### src/rtl/tia_cpu_bus_receiver.sv
// CPU-bus receiver for the TIA colour-clock domain: phi_theta phase tracking, write capture, WSYNC/RSYNC.
// Optional phase checking is enabled with `define TIA_BUS_PHASE_CHECK_EN.
module tia_cpu_bus_receiver #(
    parameter logic [5:0] WSYNC_ADDR = 6'h02,
    parameter logic [5:0] RSYNC_ADDR = 6'h03
) (
    input  logic       clk,
    input  logic       resn,
    input  logic       phi_theta,
    input  logic       cs,
    input  logic       rw,
    input  logic [5:0] a,
    input  logic [7:0] d,
    input  logic       hsync_start,
    output logic       wr_stb,
    output logic [5:0] wr_addr,
    output logic [7:0] wr_data,
    output logic       rdy,
    output logic       rsyn,
    output logic [1:0] phase,
    output logic       locked,
    output logic       phase_err
);

    typedef enum logic [1:0] {
        ST_RUN,
        ST_HALT,
        ST_RELEASE
    } state_t;

    state_t state_q, state_d;
    logic   phi_q;
    logic   rise, fall, capture, wsync_wr;

    assign rise     = phi_theta & ~phi_q;
    assign fall     = ~phi_theta & phi_q;
    assign capture  = fall & cs & ~rw & locked;
    assign wsync_wr = capture && (a == WSYNC_ADDR);

    // NOTE: sequential state uses non-blocking assignments so every register samples pre-edge values.
    always_ff @(posedge clk) begin
        if (!resn) begin
            phi_q <= 1'b0;
            phase <= 2'd0;
        end else begin
            phi_q <= phi_theta;
            if (rise)
                phase <= 2'd0;
            else if (phase != 2'd2)
                phase <= phase + 2'd1;
        end
    end

`ifdef TIA_BUS_PHASE_CHECK_EN
    logic good_seen;  // one good rise since lock was last lost

    always_ff @(posedge clk) begin
        if (!resn) begin
            locked    <= 1'b0;
            phase_err <= 1'b0;
            good_seen <= 1'b0;
        end else if (rise) begin
            if (phase == 2'd2) begin
                good_seen <= 1'b1;
                if (good_seen)
                    locked <= 1'b1;
            end else begin
                phase_err <= 1'b1;
                locked    <= 1'b0;
                good_seen <= 1'b0;
            end
        end else if (phase == 2'd2 && locked) begin
            phase_err <= 1'b1;
            locked    <= 1'b0;
            good_seen <= 1'b0;
        end
    end
`else
    assign locked    = 1'b1;
    assign phase_err = 1'b0;
`endif

    // Address and data are held between captures; the strobes last a single cycle.
    always_ff @(posedge clk) begin
        if (!resn) begin
            wr_stb  <= 1'b0;
            rsyn    <= 1'b0;
            wr_addr <= 6'd0;
            wr_data <= 8'd0;
        end else begin
            wr_stb <= capture;
            rsyn   <= capture && (a == RSYNC_ADDR);
            if (capture) begin
                wr_addr <= a;
                wr_data <= d;
            end
        end
    end

    always_ff @(posedge clk) begin
        if (!resn)
            state_q <= ST_RUN;
        else
            state_q <= state_d;
    end

    // NOTE: defaults first in always_comb so no path leaves a signal unassigned and infers a latch.
    always_comb begin
        state_d = state_q;
        rdy     = 1'b0;
        unique case (state_q)
            ST_RUN: begin
                rdy = 1'b1;
                if (wsync_wr)
                    state_d = ST_HALT;
            end
            ST_HALT: begin
                if (!wsync_wr && hsync_start)
                    state_d = ST_RELEASE;
            end
            ST_RELEASE: begin
                if (wsync_wr)
                    state_d = ST_HALT;
                else if (rise)
                    state_d = ST_RUN;
            end
            default: state_d = ST_RUN;
        endcase
    end

endmodule
### config.mk
export PLATFORM = sky130hd
export DESIGN_NAME = tia_cpu_bus_receiver
export DESIGN_NICKNAME = d
export VERILOG_FILES = /design/src/rtl/tia_cpu_bus_receiver.sv
export SDC_FILE = /design/constraint.sdc
export NUM_CORES = 1
export LEC_CHECK = 0
export CAP_MARGIN = 40
export CORE_ASPECT_RATIO = 1.25
export CORE_MARGIN = 8
export CORE_UTILIZATION = 39
export CTS_CLUSTER_DIAMETER = 30
export DETAILED_ROUTE_END_ITERATION = 6
export HOLD_SLACK_MARGIN = 0.1
export PLACE_DENSITY_LB_ADDON = 0.25
export SLEW_MARGIN = 20
export SYNTH_ARGS = -nofsm -noshare
export SYNTH_HDL_FRONTEND = slang
export SYNTH_SLANG_ARGS = --single-unit
### constraint.sdc
create_clock -name clk -period 1.45 [get_ports clk]
set_input_delay 0.29 -clock clk [delete_from_list [all_inputs] [get_ports clk]]
set_output_delay 0.29 -clock clk [all_outputs]
set_load 0.01 [all_outputs]
==> out/results.tsv, run 1 <==
metric	value	unit
TNS Setup	0	ns
Main synth FF type	dfxtp_1	
Netlist cell types	24	
worst path arrival time	1.04	ns
gpl congestion	0.717	
global routing's busiest layer	met2	
Core Rows	19	
Slew Limit Fails	0	
worst skew pair latency	0.30	ns
Core ar.	0.00212	mm²
Synth Register Bits	21	
final instance area	0.00127	mm²
TritonCTS Buffers	3	
switching part of the total	22.3	%
DRT antenna net count	0	
FMAX	0.754	GHz
Reg2Reg Depth	3	
R2R Setup Slk	0.36	ns
first-iteration detailed-routing DRC count	7	
Internal	0.778	mW
# fillers	217	
Area after DPL	0.00126	mm²
Post-synth EDFFs	0	
grt met1 use	11.2	%
vias in the first global route	788	
TritonCTS clock tree	done	
asr flop ratio synth	0	%
setup bufs post-CTS	0	
final setup margin	0.124	ns
Yosys top cell by area	dfxtp_1	
Comb power frac	13.0	%
clk buf depth	2	
fin util	59.9	%
pre-CTS setup slack	-0.119	ns
Worst Hold Slack	0.453	ns
sequential share of the synthesized area	50.0	%
final period utilization	91.4	%
Multi-input gate area	370	µm²
die height	67.9	µm
commonest non-fill, non-tap cell in the layout	nand2_1	
Cells after Synth	95	
Net Count, Synth	116	
global routing usage on met2	17.8	%
GRT overflow	0	
proportion of layout cells with a drive suffix above 1	7.91	%
Final Critical Period	1.33	ns
count of final hold-check violations	0	
Critical R2R Launch	phi_q$_SDFF_PN0_	
HP Class	reg -> reg	
worst-path cell chain	nor2_1 -> dlygate4sd2_1	
Psw	0.223	mW
max_cap viols	0	
Synth area leaders	dfxtp_1 50%, nand2_1 13%, a21boi_1 13%, buf_4 2.7%, nor2_1 2.2%	
worst clock skew	0.00423	ns
Cell Area, Synth	841	µm²
Crit path largest cell delay	0.40	ns
PwrDens	790	mW/mm²
r2r endpoint	state_q[0]$_SDFFE_PN0P_	
WHS Path Cells	2	
unrepaired setup endpoints after global routing	false	
WL/cell	12.1	µm
Via density	4.81	
IO Count	41	
Slowest cell on crit path	dfxtp_1	
Hold Path Origin	wr_data[1]$_SDFFE_PN0P_	
leakage	0.583	nW
Synth Warn #	0	
CTS sink cnt	21	
clock slew at reported path FFs	0.11	ns
Flop pwr share	59.4	%
CTS Hold Bufs	0	
GR Util met3	3.95	%
Initial Utilization	39.7	%
nets	161	
CP max FO	4	
Die W	57.5	µm
DR pass1 iterations	4	
detailed-route via count	769	
CTS root buf	clkbuf_4	
Critical Path RT	1.16	ns
H-tree depth	1	
WL final	1.94	mm
I/O Buffers	38	
maximum VDD drop	0.000535	V
first-pass GRT wire length	3.30	mm
Hold Path End	wr_data[1]$_SDFFE_PN0P_	
register area	420	µm²
startpoint type of the worst setup path	flip-flop	
Worst Setup End Kind	output port	
run status	completed	
n_diodes	0	
Detail Placement HPWL	1.60	mm
Total GRT Usage	10.6	%
DRC viols	0	
Die ar.	0.00391	mm²
CTS resizes	19	
syn_area_per_cell	8.85	µm²
P&R area growth vs syn	50.7	%
initial antenna violation count	0	
crit path kind	reg -> out	
most frequent cells in the layout	30 x nand2_1, 21 x dfxtp_1, 19 x clkdlybuf4s50_1, 19 x dlygate4sd2_1, 14 x a21boi_1	
final setup vio count	0	
post-synth top area share	50.0	%
Clock power frac	27.6	%
largest net degree at the start of global routing	12	
==> layer usage <==
metal  up-vias  wire length [µm]
li1        396                 -
met1       342               819
met2        26               895
met3         5               178
met4         0                42
met5         -                 0
==> power by group through the flow <==
stage          Sequential, mW  Combinational, mW  Clock (mW)
3_3_place_gp            0.608              0.136           0
4_1_cts                 0.595              0.132       0.294
2_1_floorplan           0.613             0.0447           0
5_1_grt                 0.597              0.142       0.310
3_5_place_dp            0.609              0.138           0
6_report                0.595              0.130       0.277
==> registers in the layout, summed over array words and instances (netlist names) <==
signal	flops
wr_addr	6
state_q	2
wr_data	8
wr_stb	1
rsyn	1
phi_q	1
phase	2
==> cell families after synthesis <==
family                     synth area share, %
adders and majority gates                 1.49
other                                    0.893
xor gates and xnor gates                  1.04
and+or+nand+nor                           25.6
buffers and inverters                     5.95
DFF                                       50.0
AOI/OAI and AO/OA                         15.0
==> metrics by stage <==
| step | power [mW] | instances |
|---|---|---|
| finish | 1.00 | 160 |
| global route | 1.05 | 160 |
| CTS | 1.02 | 160 |
| detailed placement | 0.746 | 156 |
| global placement | 0.744 | 156 |
| floorplan | 0.658 | 95 |
==> worst max-delay path by stage <==
stage / startpoint / endpoint / slack (ns) / depth (start not counted)
floorplan: phi_q$_SDFF_PN0_ / state_q[0]$_SDFFE_PN0P_ / 0.34 / 4
global placement: a[2] / state_q[0]$_SDFFE_PN0P_ / -0.13 / 5
detailed placement: a[2] / state_q[0]$_SDFFE_PN0P_ / -0.12 / 5
CTS: state_q[0]$_SDFFE_PN0P_ / rdy / 0.11 / 2
global route: state_q[0]$_SDFFE_PN0P_ / rdy / 0.06 / 2
finish: state_q[1]$_SDFFE_PN0P_ / rdy / 0.12 / 2
==> final cells by class <==
cell class	instances	area share (%)
well taps	21	2.07
multi-input cells	66	29.2
flip-flops and latches	21	33.2
inverters	2	0.592
clock buffers	4	2.07
repair buffers	46	32.9
==> cells in the mapped netlist (2+ instances only) <==
cell type / count
and2_1: 2
a21boi_1: 14
nor2_1: 5
buf_4: 3
conb_1: 2
inv_1: 2
nand2_1: 30
dfxtp_1: 21
==> worst max-delay path, delay by kind of cell (launching register included) <==
kind                   cells  cell delay, ns
and+or+nand+nor            1            0.05
buffers and inverters      1            0.28
DFF                        1            0.40
(Power assumes the default switching activity.)
==> inputs of run 2 (changes only) <==
- CTS_CLUSTER_SIZE: not set -> 16
==> results of run 2 <==
Final layout, timing and power as in run 1 (identical DEF).
